[src/rtl/remote_cmd_seq_if.sv]
// Link bundle for remote_cmd_seq: command FIFO push port, transmitter handshake
// and status. slave is the sequencer's view, master is the host/bench view.
interface remote_cmd_seq_if #(
    parameter int CMD_W  = 16,
    parameter int RESP_W = 8,
    parameter int TMO_W  = 24
);
    logic              push;
    logic [CMD_W-1:0]  push_cmd;
    logic [7:0]        push_nresp;
    logic              full;
    logic              empty;
    logic [TMO_W-1:0]  tmo_val;
    logic              abort;
    logic [CMD_W-1:0]  cmd;
    logic              send_cmd;
    logic              cmd_sent;
    logic              resp_rdy;
    logic [RESP_W-1:0] resp;
    logic              busy;
    logic              cmd_done;
    logic [7:0]        resp_cnt;
    logic              err_resp;
    logic              err_tmo;
    logic [RESP_W-1:0] bad_resp;

    modport slave (
        input  push, push_cmd, push_nresp, tmo_val, abort, cmd_sent, resp_rdy, resp,
        output full, empty, cmd, send_cmd, busy, cmd_done, resp_cnt,
               err_resp, err_tmo, bad_resp
    );

    modport master (
        output push, push_cmd, push_nresp, tmo_val, abort, cmd_sent, resp_rdy, resp,
        input  full, empty, cmd, send_cmd, busy, cmd_done, resp_cnt,
               err_resp, err_tmo, bad_resp
    );
endinterface

[src/rtl/remote_cmd_seq.sv]
// Host-side command sequencer: buffers {cmd, nresp} entries, issues them one at a
// time to a UART transmitter, counts and checks responses, flags timeouts.
module remote_cmd_seq #(
    parameter int                CMD_W    = 16,
    parameter int                RESP_W   = 8,
    parameter int                DEPTH    = 8,
    parameter int                TMO_W    = 24,
    parameter logic [RESP_W-1:0] EXP_RESP = 8'hA5
) (
    input  logic             clk,
    input  logic             rst,
    remote_cmd_seq_if.slave  bus
);
    localparam int AW = $clog2(DEPTH);

    typedef enum logic [2:0] {IDLE, SEND, WAIT_SENT, WAIT_RESP, ERR} state_t;

    state_t             state;
    logic [CMD_W+7:0]   mem [DEPTH];
    logic [AW:0]        wr_ptr;
    logic [AW:0]        rd_ptr;
    logic [CMD_W-1:0]   head_cmd;
    logic [7:0]         head_nresp;
    logic [7:0]         nresp;
    logic [TMO_W-1:0]   timer;
    logic [TMO_W-1:0]   timer_inc;
    logic               pop;
    logic               wr_en;
    logic               tmo_hit;

    logic [CMD_W-1:0]   cmd_r;
    logic               send_cmd_r;
    logic               busy_r;
    logic               cmd_done_r;
    logic [7:0]         resp_cnt_r;
    logic               err_resp_r;
    logic               err_tmo_r;
    logic [RESP_W-1:0]  bad_resp_r;

    assign bus.empty    = (wr_ptr == rd_ptr);
    assign bus.full     = (wr_ptr[AW-1:0] == rd_ptr[AW-1:0]) && (wr_ptr[AW] != rd_ptr[AW]);
    assign bus.cmd      = cmd_r;
    assign bus.send_cmd = send_cmd_r;
    assign bus.busy     = busy_r;
    assign bus.cmd_done = cmd_done_r;
    assign bus.resp_cnt = resp_cnt_r;
    assign bus.err_resp = err_resp_r;
    assign bus.err_tmo  = err_tmo_r;
    assign bus.bad_resp = bad_resp_r;

    assign {head_cmd, head_nresp} = mem[rd_ptr[AW-1:0]];

    // A pop frees the slot being written, so a full FIFO still accepts a push that cycle.
    assign pop   = (state == IDLE) && !bus.empty && !err_resp_r && !err_tmo_r && !bus.abort;
    assign wr_en = bus.push && !bus.abort && (!bus.full || pop);

    assign timer_inc = (&timer) ? timer : timer + {{(TMO_W-1){1'b0}}, 1'b1};
    assign tmo_hit   = (bus.tmo_val != '0) &&
                       (({1'b0, timer} + {{TMO_W{1'b0}}, 1'b1}) == {1'b0, bus.tmo_val});

    always_ff @(posedge clk) begin
        if (rst || bus.abort) begin
            wr_ptr <= '0;
            rd_ptr <= '0;
        end else begin
            if (wr_en) wr_ptr <= wr_ptr + {{AW{1'b0}}, 1'b1};
            if (pop)   rd_ptr <= rd_ptr + {{AW{1'b0}}, 1'b1};
        end
    end

    always_ff @(posedge clk) begin
        if (wr_en) mem[wr_ptr[AW-1:0]] <= {bus.push_cmd, bus.push_nresp};
    end

    always_ff @(posedge clk) begin
        if (rst) begin
            state      <= IDLE;
            cmd_r      <= '0;
            nresp      <= '0;
            timer      <= '0;
            send_cmd_r <= 1'b0;
            busy_r     <= 1'b0;
            cmd_done_r <= 1'b0;
            resp_cnt_r <= '0;
            err_resp_r <= 1'b0;
            err_tmo_r  <= 1'b0;
            bad_resp_r <= '0;
        end else if (bus.abort) begin
            state      <= IDLE;
            timer      <= '0;
            send_cmd_r <= 1'b0;
            busy_r     <= 1'b0;
            cmd_done_r <= 1'b0;
            err_resp_r <= 1'b0;
            err_tmo_r  <= 1'b0;
            bad_resp_r <= '0;
        end else begin
            send_cmd_r <= 1'b0;
            cmd_done_r <= 1'b0;
            case (state)
                IDLE: begin
                    if (pop) begin
                        cmd_r      <= head_cmd;
                        nresp      <= head_nresp;
                        resp_cnt_r <= '0;
                        timer      <= '0;
                        send_cmd_r <= 1'b1;
                        busy_r     <= 1'b1;
                        state      <= SEND;
                    end
                end
                SEND: begin
                    timer <= '0;
                    state <= WAIT_SENT;
                end
                WAIT_SENT: begin
                    if (bus.cmd_sent) begin
                        timer <= '0;
                        if (nresp == 8'd0) begin
                            cmd_done_r <= 1'b1;
                            busy_r     <= 1'b0;
                            state      <= IDLE;
                        end else begin
                            state <= WAIT_RESP;
                        end
                    end else if (tmo_hit) begin
                        err_tmo_r <= 1'b1;
                        busy_r    <= 1'b0;
                        state     <= ERR;
                    end else begin
                        timer <= timer_inc;
                    end
                end
                // A response arriving in the expiry cycle counts as activity and wins.
                WAIT_RESP: begin
                    if (bus.resp_rdy) begin
                        resp_cnt_r <= resp_cnt_r + 8'd1;
                        timer      <= '0;
                        if (bus.resp != EXP_RESP) begin
                            err_resp_r <= 1'b1;
                            if (!err_resp_r) bad_resp_r <= bus.resp;
                            busy_r     <= 1'b0;
                            state      <= ERR;
                        end else if (resp_cnt_r + 8'd1 == nresp) begin
                            cmd_done_r <= 1'b1;
                            busy_r     <= 1'b0;
                            state      <= IDLE;
                        end
                    end else if (tmo_hit) begin
                        err_tmo_r <= 1'b1;
                        busy_r    <= 1'b0;
                        state     <= ERR;
                    end else begin
                        timer <= timer_inc;
                    end
                end
                ERR: begin
                    state <= ERR;
                end
                default: begin
                    busy_r <= 1'b0;
                    state  <= IDLE;
                end
            endcase
        end
    end
endmodule

[src/flat_wrapper.sv]
// flat-port wrapper written by rule: the top's interface ports become plain ports
module remote_cmd_seq_flat 
#(
    parameter int                CMD_W    = 16,
    parameter int                RESP_W   = 8,
    parameter int                DEPTH    = 8,
    parameter int                TMO_W    = 24,
    parameter logic [RESP_W-1:0] EXP_RESP = 8'hA5
)
  (clk, rst, bus_push, bus_push_cmd, bus_push_nresp, bus_tmo_val, bus_abort, bus_cmd_sent, bus_resp_rdy, bus_resp, bus_full, bus_empty, bus_cmd, bus_send_cmd, bus_busy, bus_cmd_done, bus_resp_cnt, bus_err_resp, bus_err_tmo, bus_bad_resp);
  remote_cmd_seq_if #(.CMD_W(CMD_W), .RESP_W(RESP_W), .TMO_W(TMO_W)) bus_i ();
  input  logic clk;
  input  logic rst;
  input wire logic [$bits(bus_i.push)-1:0] bus_push;
  input wire logic [$bits(bus_i.push_cmd)-1:0] bus_push_cmd;
  input wire logic [$bits(bus_i.push_nresp)-1:0] bus_push_nresp;
  input wire logic [$bits(bus_i.tmo_val)-1:0] bus_tmo_val;
  input wire logic [$bits(bus_i.abort)-1:0] bus_abort;
  input wire logic [$bits(bus_i.cmd_sent)-1:0] bus_cmd_sent;
  input wire logic [$bits(bus_i.resp_rdy)-1:0] bus_resp_rdy;
  input wire logic [$bits(bus_i.resp)-1:0] bus_resp;
  output wire logic [$bits(bus_i.full)-1:0] bus_full;
  output wire logic [$bits(bus_i.empty)-1:0] bus_empty;
  output wire logic [$bits(bus_i.cmd)-1:0] bus_cmd;
  output wire logic [$bits(bus_i.send_cmd)-1:0] bus_send_cmd;
  output wire logic [$bits(bus_i.busy)-1:0] bus_busy;
  output wire logic [$bits(bus_i.cmd_done)-1:0] bus_cmd_done;
  output wire logic [$bits(bus_i.resp_cnt)-1:0] bus_resp_cnt;
  output wire logic [$bits(bus_i.err_resp)-1:0] bus_err_resp;
  output wire logic [$bits(bus_i.err_tmo)-1:0] bus_err_tmo;
  output wire logic [$bits(bus_i.bad_resp)-1:0] bus_bad_resp;
  assign bus_i.push = bus_push;
  assign bus_i.push_cmd = bus_push_cmd;
  assign bus_i.push_nresp = bus_push_nresp;
  assign bus_i.tmo_val = bus_tmo_val;
  assign bus_i.abort = bus_abort;
  assign bus_i.cmd_sent = bus_cmd_sent;
  assign bus_i.resp_rdy = bus_resp_rdy;
  assign bus_i.resp = bus_resp;
  assign bus_full = bus_i.full;
  assign bus_empty = bus_i.empty;
  assign bus_cmd = bus_i.cmd;
  assign bus_send_cmd = bus_i.send_cmd;
  assign bus_busy = bus_i.busy;
  assign bus_cmd_done = bus_i.cmd_done;
  assign bus_resp_cnt = bus_i.resp_cnt;
  assign bus_err_resp = bus_i.err_resp;
  assign bus_err_tmo = bus_i.err_tmo;
  assign bus_bad_resp = bus_i.bad_resp;
  remote_cmd_seq #(.CMD_W(CMD_W), .RESP_W(RESP_W), .DEPTH(DEPTH), .TMO_W(TMO_W), .EXP_RESP(EXP_RESP)) u_core (.clk(clk), .rst(rst), .bus(bus_i));
endmodule
[config.mk]
export PLATFORM = sky130hd
export DESIGN_NAME = remote_cmd_seq_flat
export DESIGN_NICKNAME = d
export VERILOG_FILES = /design/src/rtl/remote_cmd_seq_if.sv /design/src/rtl/remote_cmd_seq.sv /design/src/flat_wrapper.sv
export SDC_FILE = /design/constraint.sdc
export NUM_CORES = 1
export LEC_CHECK = 0
export ABC_CLOCK_PERIOD_IN_PS = 5600
export BUFFER_PORTS_ARGS = -buffer_cell sky130_fd_sc_hd__buf_2
export CELL_PAD_IN_SITES_DETAIL_PLACEMENT = 1
export CELL_PAD_IN_SITES_GLOBAL_PLACEMENT = 2
export CORE_ASPECT_RATIO = 1.75
export CORE_MARGIN = 2
export CORE_UTILIZATION = 47
export CTS_BUF_LIST = sky130_fd_sc_hd__clkbuf_8
export DETAILED_ROUTE_END_ITERATION = 16
export PLACE_DENSITY_LB_ADDON = 0.05
export SETUP_SLACK_MARGIN = 0.3
export SYNTH_ARGS = -nofsm -noshare
export SYNTH_HDL_FRONTEND = slang
export SYNTH_SLANG_ARGS = --single-unit
[constraint.sdc]
create_clock -name clk -period 5.6 [get_ports clk]
set_input_delay 0.28 -clock clk [delete_from_list [all_inputs] [get_ports clk]]
set_output_delay 0.28 -clock clk [all_outputs]
set_load 0.05 [all_outputs]
==> out/qor.csv <==
metric,value,unit
Setup crit start kind,flip-flop,
Fmax,209.7,MHz
Worst-Skew Late Latency,0.55,ns
post-detail-place hpwl,21330,µm
Rows,77,
area share of the leading cell type in the synthesized netlist,48.40,%
Rel. slew slack,25.66,%
I/O pins,101,
Seq cells post-synth,272,
final setup fails,0,
WL per Instance,23.96,µm
DR pass1 iterations,4,
critical path data arrival time,5.21,ns
area grow syn2layout,15.94,%
Util after Layout,55.14,%
cell taking the most area after synthesis,edfxtp_1,
Clock Skew,0.02391,ns
"Slew Viols, Final",0,
Most used DFF post-synth,edfxtp_1,
post-synthesis sequential area ratio,61.84,%
DP Area,0.01273,mm²
Setup crit end kind,flip-flop,
syn_area_per_cell,13.82,µm²
flop-to-flop setup slack,0.83,ns
setup TNS,0,ns
status,"finished, final reports clean",
largest net degree at the start of global routing,52,
clk sinks,272,
top cell types by occurrence after synthesis,"edfxtp_1, dfxtp_1, nor2_1, mux4_2, nand2_1",
max-cap viol count,0,
antenna-violating nets left,0,
post-synthesis cell count,862,
cell area after layout,0.01381,mm²
Setup WS pre-CTS,0.8974,ns
Initial Utilization,47.56,%
antenna diode count,0,
H-tree depth,2,
Hold/Removal Path Class,input port to flip-flop,
setup repair bufs after CTS,0,
post-layout min period,4.770,ns
detailed router's first-iteration violation count,444,
synth top area cells,"edfxtp_1, dfxtp_1, mux4_2",
"CTS clk-pin slew, worst paths",0.07,ns
clock buffer depth,3,
number of synthesized flops with an enable pin,192,
Mapped Area,0.01191,mm²
post-cts sizing count,0,
Die X,124.3,µm
PortBufs,100,
filler cell count,2498,
fin crit share,85.17,%
slew of the pin with the lowest slew margin,1.113,ns
vias in the first global route,8795,
Num CTS Buffers,39,
Yosys Warn Count,0,
placer congestion estimate,0.8875,
CTS root buf,clkbuf_8,
Post-synth ARST share,0,%
DRC violations left,0,
Pwr Total,3.972,mW
crit path max fanout,18,
Max VDD drop,0.2142,mV
cell with the most instances after synthesis,edfxtp_1,
Synth cell types,66,
"Net Count, Synth",928,
layout cells sized above 1,23.39,%
Vias,7932,
final wirelength,32160,µm
initial antenna violation count,0,
total die area,0.02669,mm²
crit path kind,flip-flop to flip-flop,
core area,0.02505,mm²
RSZ-0062 raised after global routing,no,
PwrDens,287.6,mW/mm²
final worst slack,0.8305,ns
footprint of the multi-input gates,0.004353,mm²
Die Ht,214.6,µm
nets@finish,1061,
critical path required time,6.04,ns
CTS tree,done,
first-pass GRT wire length,49560,µm
register area,0.007373,mm²
"Hold Vio Cnt, Final",0,
Leak,4.598,nW
number of vias per cell,5.911,
GRT overflow,0,
total track usage,24.12,%
==> power by group <==
group	leakage, nW	internal, mW	switching, mW	total, mW
combinational	1.76	0.0909	0.146	0.237
clock	0.458	0.775	0.774	1.55
sequential	2.38	2.17	0.0129	2.19
==> layer usage <==
layer,GRT usage [%],part of all wire (%),up-vias
met5,0,0,-
met2,46.68,56,190
li1,-,-,3635
met3,3.219,3.1,90
met4,12.21,4.6,0
met1,24.94,36,4017
==> what timing repair did <==
action / CTS / global route
endpoints found under the hold margin: 200 / 0
setup endpoints to repair: 0 / 0
hold buffers: 32 / 0
==> layout make-up <==
type	count	area share, %
sequential	272	53.38
tap	316	2.863
inverter	6	0.1631
clock inverter	28	1.096
clock buffer	44	4.384
timing repair buffer	144	6.595
multi-input combinational	532	31.52
==> state kept, by name, indices dropped and copies added (netlist names) <==
name                 count
u_core.wr_ptr            4
u_core.state             3
u_core.mem             192
u_core.nresp             8
u_core.bus.cmd          16
u_core.bus.bad_resp      8
u_core.bus.err_resp      1
u_core.bus.cmd_done      1
u_core.bus.err_tmo       1
u_core.bus.resp_cnt      8
u_core.timer            24
u_core.bus.send_cmd      1
u_core.rd_ptr            4
u_core.bus.busy          1
==> worst paths after layout <==
check,end,cells past startpoint,start
worst max register to register,u_core.bus.busy,10,u_core.timer[0]
worst max-delay path,u_core.bus.busy,10,u_core.timer[0]
worst min-delay path,u_core.bus.err_resp,3,bus_resp_rdy
worst min register to register,u_core.bus.err_resp,2,u_core.bus.err_resp
==> layout by cell type, fill, tap and decap left out, drive strengths merged, types with 32 or more instances in the layout <==
| cell type | count |
|---|---|
| dlygate4sd3 | 32 |
| nor2 | 79 |
| xnor2 | 38 |
| buf | 112 |
| edfxtp | 192 |
| mux2i | 37 |
| mux4 | 48 |
| clkbuf | 44 |
| nand2 | 42 |
| dfxtp | 80 |
==> critical path, cell delays in order, from the launching register on <==
cell and delay (ns):
dfxtp_1 0.47, ha_1 0.28, nand3_1 0.41, nor4_2 0.98, nand2_1 0.24, a2111oi_0 0.67
o2111ai_1 0.29, nor3_4 0.60, buf_4 0.29, o221ai_1 0.14, o221a_2 0.26
==> per-stage QoR <==
stage,instances,hold WS [ns]
finish,1342,0.1166
global route,1342,0.1018
CTS,1342,0.07575
detailed placement,1238,0.4735
global placement,1238,0.4693
floorplan,862,0.3789
==> cells by family after synthesis <==
group / synth area share, %
compound gates: 7.342
xor+xnor: 4.264
fa+ha+maj: 0.4201
buf+inv: 2.101
flops: 61.84
mux: 12.28
simple gates: 11.75
Note: power is estimated with default switching activity, not from simulation.
